<file path="config.mk">
export PLATFORM = sky130hd
export DESIGN_NAME = cga_vram_arbiter
export DESIGN_NICKNAME = d
export VERILOG_FILES = /design/src/rtl/cga_pkg.sv /design/src/rtl/cga_slot_timer.sv /design/src/rtl/cga_vram_arbiter.sv
export SDC_FILE = /design/constraint.sdc
export NUM_CORES = 1
export LEC_CHECK = 0
export ABC_AREA = 1
export CAP_MARGIN = 20
export CORE_ASPECT_RATIO = 1.75
export CORE_UTILIZATION = 51
export CTS_BUF_LIST = sky130_fd_sc_hd__clkbuf_8 sky130_fd_sc_hd__clkbuf_16
export CTS_CLUSTER_DIAMETER = 150
export CTS_CLUSTER_SIZE = 40
export DETAILED_ROUTE_END_ITERATION = 6
export MAX_ROUTING_LAYER = met4
export PLACE_DENSITY_LB_ADDON = 0.12
export SLEW_MARGIN = 20
export SYNTH_ARGS = -nofsm -noshare
export SYNTH_HDL_FRONTEND = slang
export SYNTH_SLANG_ARGS = --single-unit
export TNS_END_PERCENT = 1
</file>
<file path="constraint.sdc">
create_clock -name CLOCK -period 2.6 [get_ports CLOCK]
set_input_delay 0.52 -clock CLOCK [delete_from_list [all_inputs] [get_ports CLOCK]]
set_output_delay 0.52 -clock CLOCK [all_outputs]
set_load 0.03 [all_outputs]
</file>
<file path="src/rtl/cga_pkg.sv">
// cga_pkg: shared types, slot constants and video address helper for the CGA VRAM arbiter
package cga_pkg;

   typedef enum logic [1:0] {IDLE, PEND, RDWAIT, ACK} cpu_state_t;

   localparam logic [3:0] SLOT_VID0      = 4'd0;
   localparam logic [3:0] SLOT_VID1      = 4'd1;
   localparam logic [3:0] SLOT_CPU_FIRST = 4'd2;

   // Upper 13 bits of a video fetch address; the byte select is appended by the caller
   function automatic logic [12:0] vid_base(input logic gfx, input logic [12:0] ma, input logic ra0);
      return gfx ? {ra0, ma[11:0]} : ma;
   endfunction

endpackage

</file>
<file path="src/rtl/cga_slot_timer.sv">
// cga_slot_timer: per-character slot counter with video and CPU window decodes
module cga_slot_timer
   import cga_pkg::*;
#(
   parameter int SLOTS_PER_CHAR = 8
) (
   input  logic CLOCK,
   input  logic nRESET,
   input  logic CLKEN,
   output logic vid0,
   output logic vid1,
   output logic cpu_window
);

   localparam logic [3:0] LAST = 4'(SLOTS_PER_CHAR - 1);

   logic [3:0] slot;

   // Saturates in the last slot so the CPU window stays open until the next CLKEN
   always_ff @(posedge CLOCK)
      if (!nRESET) slot <= LAST;
      else slot <= CLKEN ? SLOT_VID0 : (slot == LAST ? slot : slot + 4'd1);

   assign vid0       = slot == SLOT_VID0;
   assign vid1       = slot == SLOT_VID1;
   assign cpu_window = slot >= SLOT_CPU_FIRST;

endmodule

</file>
<file path="src/rtl/cga_vram_arbiter.sv">
// cga_vram_arbiter: time-slot sharing of the CGA VRAM between CRTC fetches and CPU accesses
module cga_vram_arbiter
   import cga_pkg::*;
#(
   parameter int SLOTS_PER_CHAR = 8
) (
   input  logic        CLOCK,
   input  logic        nRESET,
   input  logic        CLKEN,
   input  logic        gfx_mode,
   input  logic [13:0] MA,
   input  logic [4:0]  RA,
   input  logic        cpu_req,
   input  logic        cpu_we,
   input  logic [13:0] cpu_addr,
   input  logic [7:0]  cpu_wdata,
   output logic        cpu_ack,
   output logic [7:0]  cpu_rdata,
   output logic [13:0] vram_addr,
   output logic        vram_we,
   output logic [7:0]  vram_wdata,
   input  logic [7:0]  vram_rdata,
   output logic [7:0]  fetch_data0,
   output logic [7:0]  fetch_data1,
   output logic        fetch_valid
);

   logic        vid0, vid1, cpu_window, issue, v0_d, v1_d, req_we;
   logic [12:0] base_live, base_q;
   logic [13:0] addr_q, req_addr;
   logic [7:0]  req_wdata;
   cpu_state_t  state;
   logic        unused_bits;

   assign unused_bits = ^{MA[13], RA[4:1]};

   cga_slot_timer #(.SLOTS_PER_CHAR(SLOTS_PER_CHAR)) u_timer (
      .CLOCK      (CLOCK),
      .nRESET     (nRESET),
      .CLKEN      (CLKEN),
      .vid0       (vid0),
      .vid1       (vid1),
      .cpu_window (cpu_window)
   );

   assign base_live  = vid_base(gfx_mode, MA[12:0], RA[0]);
   assign issue      = state == PEND && cpu_window;
   assign vram_we    = nRESET && issue && req_we;
   assign vram_wdata = req_wdata;
   assign vram_addr  = vid0 ? {base_live, 1'b0} : vid1 ? {base_q, 1'b1} : issue ? req_addr : addr_q;

   // Video pipeline: RAM data lags the address by one cycle
   always_ff @(posedge CLOCK)
      if (!nRESET) begin
         base_q      <= '0;
         v0_d        <= 1'b0;
         v1_d        <= 1'b0;
         fetch_valid <= 1'b0;
         fetch_data0 <= '0;
         fetch_data1 <= '0;
         addr_q      <= '0;
      end else begin
         if (vid0) base_q <= base_live;
         v0_d        <= vid0;
         v1_d        <= vid1;
         fetch_valid <= v1_d;
         if (v0_d) fetch_data0 <= vram_rdata;
         if (v1_d) fetch_data1 <= vram_rdata;
         addr_q      <= vram_addr;
      end

   always_ff @(posedge CLOCK)
      if (!nRESET) begin
         state     <= IDLE;
         cpu_ack   <= 1'b0;
         cpu_rdata <= '0;
         req_we    <= 1'b0;
         req_addr  <= '0;
         req_wdata <= '0;
      end else begin
         cpu_ack <= 1'b0;
         case (state)
            IDLE: if (cpu_req && !cpu_ack) begin
               req_we    <= cpu_we;
               req_addr  <= cpu_addr;
               req_wdata <= cpu_wdata;
               state     <= PEND;
            end
            PEND: if (cpu_window) begin
               state   <= req_we ? ACK : RDWAIT;
               cpu_ack <= req_we;
            end
            RDWAIT: begin
               cpu_rdata <= vram_rdata;
               cpu_ack   <= 1'b1;
               state     <= ACK;
            end
            ACK: state <= IDLE;
            default: state <= IDLE;
         endcase
      end

endmodule
</file>
Word level (Yosys, flattened, before mapping)
Index checks and enable logic that the tools add are counted.
{ "totals": {"n_memories": 0, "out_inout_bits": 49, "inputBits": 55, "mem_bits_ro": 0, "ramBits": 0, "elab_cells": 48, "reg_bits": 84, "latch_bits": 0} }
{ "classes": {"mul": 0, "n_lt_le_gt_ge": 1, "eq_ne": 8, "add_sub_neg": 1, "n_shift": 0, "reduce_logical": 10, "bitwise": 1, "n_mux": 12, "div_mod_pow": 0} }
{ "op_table": {"columns": ["cell", "n"], "rows": [
  ["2-to-1 mux 14 bit", 3],
  ["2-to-1 mux 13 bit", 1],
  ["one-hot mux 2 bit (4 select lines)", 1],
  ["2-to-1 mux 3 bit", 2],
  ["!= test 2 bit, second input constant", 3],
  ["adder 4 x 1 -> 4 bit, second input constant", 1],
  ["== test 2 bit, second input constant", 2],
  ["== test 4 x 1 -> 1 bit, second input constant", 1],
  ["== test 4 x 3 -> 1 bit, second input constant", 1],
  [">= comparator 4 x 2 -> 1 bit, second input constant", 1],
  ["logical AND 1 bit", 4],
  ["logical NOT 4 bit", 1],
  ["2-to-1 mux 2 bit", 2],
  ["AND reduction 2 bit", 2],
  ["== test 2 x 1 -> 1 bit, second input constant", 1],
  ["logical NOT 2 bit", 1],
  ["2-to-1 mux 1 bit", 2],
  ["one-hot mux 1 bit (2 select lines)", 1],
  ["OR reduction 2 bit", 1],
  ["logical NOT 1 bit", 1],
  ["NOT 1 bit", 1]
]} }

Logic depth before layout (Yosys ltp)
{ "logic_depth": {"word_depth": 5, "mapped_depth": 10} }

By module
Synthesis repeated with hierarchy kept, for this count alone.
{ "hier_totals": {"hier_cells": 477, "hier_area_um2": 3558.4} }
{ "by_module_without_submodules": {"columns": ["module", "seq_area_each_um2", "area_each_um2", "cells_each", "instances"], "rows": [
  ["cga_vram_arbiter", 1601.5, 3280.6, 437, 1],
  ["cga_slot_timer", 80.1, 277.8, 40, 1]
]} }

Worst setup path after synthesis
Ideal clock, no wire load.
{ "synth_path": {"path_type": "register -> output", "from": "reg state[1]", "to": "out vram_we", "path_stages_with_launch": 7, "t_required_ns": 2.080, "path_slack_ns": 0.501, "arrival_time_ns": 1.579, "path_cell_list": "dfxtp_1 -> inv_1 -> ha_1 -> buf_2 -> nand2_4 -> buf_6 -> nor3_1"} }
{ "synth_between": {"elab_chain_len": 4} }
{ "synth_lines": {"columns": ["element", "line_no", "rtl"], "rows": [
  ["start: declaration", "cga_vram_arbiter.sv:32", "cpu_state_t state;"],
  ["start signal: assignment", "cga_vram_arbiter.sv:90", "state <= req_we ? ACK : RDWAIT;"],
  ["== test 2 x 1 -> 1 bit", "cga_vram_arbiter.sv:47", "assign issue = state == PEND && cpu_window;"],
  ["logical AND 1 bit", "cga_vram_arbiter.sv:47", null],
  ["logical AND 1 bit (2 in series)", "cga_vram_arbiter.sv:48", "assign vram_we = nRESET && issue && req_we;"],
  ["end: declaration", "cga_vram_arbiter.sv:20", "output logic vram_we,"]
]} }
No other way between the ends.

Worst setup path after layout
{ "layout_path": {"from": "reg u_timer.slot[0]", "to": "out vram_addr[10]"} }
{ "layout_between": {"elab_chain_len": 5, "word_cells_on_any_way": 7, "classes_between": "1 x order compare; 1 x eq/ne; 3 x mux; 2 x reduce/logical"} }
{ "layout_lines": {"columns": ["element", "line_no", "rtl"], "rows": [
  ["start: declaration", "cga_slot_timer.sv:17", "logic [3:0] slot;"],
  ["start signal: assignment", "cga_slot_timer.sv:22", "else slot <= CLKEN ? SLOT_VID0 : (slot == LAST ? slot : slot + 4'd1);"],
  [">= comparator 4 x 2 -> 1 bit", "cga_slot_timer.sv:26", "assign cpu_window = slot >= SLOT_CPU_FIRST;"],
  ["logical AND 1 bit", "cga_vram_arbiter.sv:47", null],
  ["2-to-1 mux 14 bit (2 in series)", "cga_vram_arbiter.sv:50", "assign vram_addr = vid0 ? {base_live, 1'b0} : vid1 ? {base_q, 1'b1} : issue ? req_addr : addr_q;"],
  ["2-to-1 mux 14 bit (*)", "cga_vram_arbiter.sv:50", null],
  ["end: declaration", "cga_vram_arbiter.sv:19", "output logic [13:0] vram_addr,"]
]} }
Mark *: on every way between the ends. The rest lies on a longest branch, timed or not.

==> impl_metrics.tcl <==
set metrics [dict create \
    status "finished, final reports clean" \
    grt_util_all_layers_pct 26.6 \
    clkPwrFrac_pct 30.0 \
    max-slew-margin-rel_pct 55.7 \
    regToRegSetupSlack_ns 0.97 \
    worstHoldStart "vram_wdata[4]" \
    grt_pass1_vias 3252 \
    grt_max_degree 55 \
    min_to "vram_wdata[4]" \
    setup_ws_ns 0.107 \
    ir_drop_uv 547 \
    powerDensity_nw_per_um2 867 \
    postCtsSetupRepairBufs 0 \
    antenna_cells 0 \
    slew_viol_final 0 \
    rsz0062_at_grt "yes" \
    placedCellCount 634 \
    setup_viol 0 \
    min_period_ns 2.49 \
    syn_nets 524 \
    synthCells 461 \
    drc_errors 0 \
    startpoint_type "flop" \
    seq_power_share_pct 36.4 \
    cts_resized 15 \
    r2r_end "req_addr[9]" \
    port_buffers 98 \
    fin_skew_ns 0.00569 \
    layout_common_cells "nand2_1 (88), dfxtp_1 (83), clkdlybuf4s50_1 (83)" \
    rows 40 \
    stdcell_count 650 \
    switchingPower_mw 1.49 \
    mostFrequentLayoutCell "nand2_1" \
    grt.overflow.total 0 \
    cts.sinks 84 \
    path_clk_slew_ns 0.06 \
    swShare_pct 34.7 \
    pre_cts_slack_ns -0.0102 \
    via_count 3302 \
    cts_made_buffers 9 \
    syn_area_per_cell_um2 7.80 \
    dieArea_um2 7410 \
    rr_startpoint "state[0]" \
    power_frac_comb_pct 33.7 \
    drt_first_pass_iters 5 \
    critPathRequiredTime_ns 2.08 \
    intPower_mw 2.80 \
    leakage_nw 2.13 \
    dp_hpwl_mm 6.19 \
    holdPathStages 2 \
    drt_iter0_drc 196 \
    gp_congestion 0.790 \
    vias_per_cell 5.08 \
    start_util_pct 52.5 \
    antenna_found_initial 0 \
    critPathKind "reg2out" \
    worst_hold_slack_ns 0.460 \
    syn_area_um2 3600 \
    final_core_util_pct 72.2 \
    ys_ff_latch 84 \
    worstPathArrival_ns 1.97 \
    hold_viol 0 \
    rr_worst_depth 6 \
    seq_area_frac_synth_pct 46.7 \
    drv_cap 0 \
    period_share_pct 95.9 \
    hp-class "reg2reg" \
    ys_types 26 \
    num_io_pins 104 \
    layout-drive-gt1-share_pct 14.0 \
    core_area_um2 6860 \
    wl_per_cell_um 13.3 \
    htree_levels 3 \
    fin_nets 624 \
    clock-root-buffer "clkbuf_16" \
    tightest_slew_ns 0.665 \
    fmax_mhz 401 \
    die_x_um 65.5 \
    dieHeight_um 113 \
    clock_latency_ns 0.34 \
    clk_path_buf_depth 2 \
    cp-end-kind "output port" \
    cts_tree "done" \
    cts_hold_buf 0 \
    routed_wirelength_mm 8.66 \
    antenna_left 0 \
    crit_fanout 14 \
    area_delta_synth_final_pct 37.7 \
    grt_pass1_wl_mm 14.7 \
    yosysWarnings 0 \
]
power groups by stage:
stage | registers (mW) | clock network (mW) | logic [mW]
finish | 1.56 | 1.29 | 1.45
global route | 1.58 | 1.36 | 1.59
CTS | 1.56 | 1.30 | 1.46
detailed placement | 1.59 | 0 | 1.48
global placement | 1.58 | 0 | 1.45
floorplan | 1.72 | 0 | 0.785
layer usage:
metal / GRT usage, % / up-vias / wire, um
met5: - / - / 0
met4: 9.71 / 0 / 160
met3: 4.74 / 11 / 289
met2: 48.9 / 81 / 4690
met1: 27.2 / 1509 / 3520
li1: - / 1701 / -
metrics by stage:
stage               setup TNS (ns)  instance area (um2)  total power, mW
global placement           -0.0171                 4670             3.03
floorplan                        0                 3600             2.51
detailed placement         -0.0102                 4670             3.06
finish                           0                 4950             4.29
CTS                              0                 4970             4.32
global route               -0.0366                 4950             4.53
synthesized netlist by cell type, drive strengths merged:
master	instances	area [um2]
nand2	101	472
dfxtp	84	1680
nand3	56	280
nor2	56	218
a21oi	51	323
o21ai	44	220
inv	28	105
clkbuf	13	48.8
buf	12	91.3
ha	8	100
clkinv	2	12.5
nor3	2	10.0
o211ai	2	15.0
mux2	1	11.3
xor2	1	8.76
area by class of cell:
cell class              count  area [um2]
clock buffers              11         253
clock inverters             5        51.3
fillers                   565        1900
inverters                  30         125
multi-input cells         322        1660
flip-flops and latches     84        1680
well taps                  84         105
repair buffers            114        1070
worst max-delay path by stage:
| stage | end | slack, ns | start |
|---|---|---|---|
| final | vram_addr[10] | 0.11 | u_timer.slot[0] |
| after CTS | vram_addr[3] | 0.008 | u_timer.slot[0] |
| after floorplan | vram_we | 0.50 | state[1] |
| after global placement | vram_addr[13] | -0.02 | gfx_mode |
| after global routing | vram_addr[10] | -0.04 | u_timer.slot[0] |
| after detailed placement | vram_addr[13] | -0.01 | gfx_mode |
cells by family (layout without fill, tap and decap cells):
family	count (synthesis)	count (layout)	synth area share [%]
mux	1	1	0.313
buf+inv	55	160	7.17
compound gates	97	97	15.5
flops	84	84	46.7
simple gates	215	215	27.2
fa+ha+maj	8	8	2.78
xor+xnor	1	1	0.244
registers in the layout (all words and copies together), names as in the netlist:
register      flops
fetch_valid       1
fetch_data0       8
u_timer.slot      4
cpu_ack           1
v0_d              1
addr_q           14
req_addr         14
state             2
v1_d              1
fetch_data1       8
vram_wdata        8
cpu_rdata         8
base_q           13
req_we            1
critical path, stage by stage, from the launching register on:
cell and delay (ns):
dfxtp_1 0.33, inv_1 0.06, ha_1 0.20, nor2_2 0.13
nand2_4 0.08, nand2_4 0.16, nand2_1 0.09, nand3_1 0.08
nand2_1 0.08, nand2_1 0.06, clkdlybuf4s15_1 0.36
(Power assumes the default switching activity.)
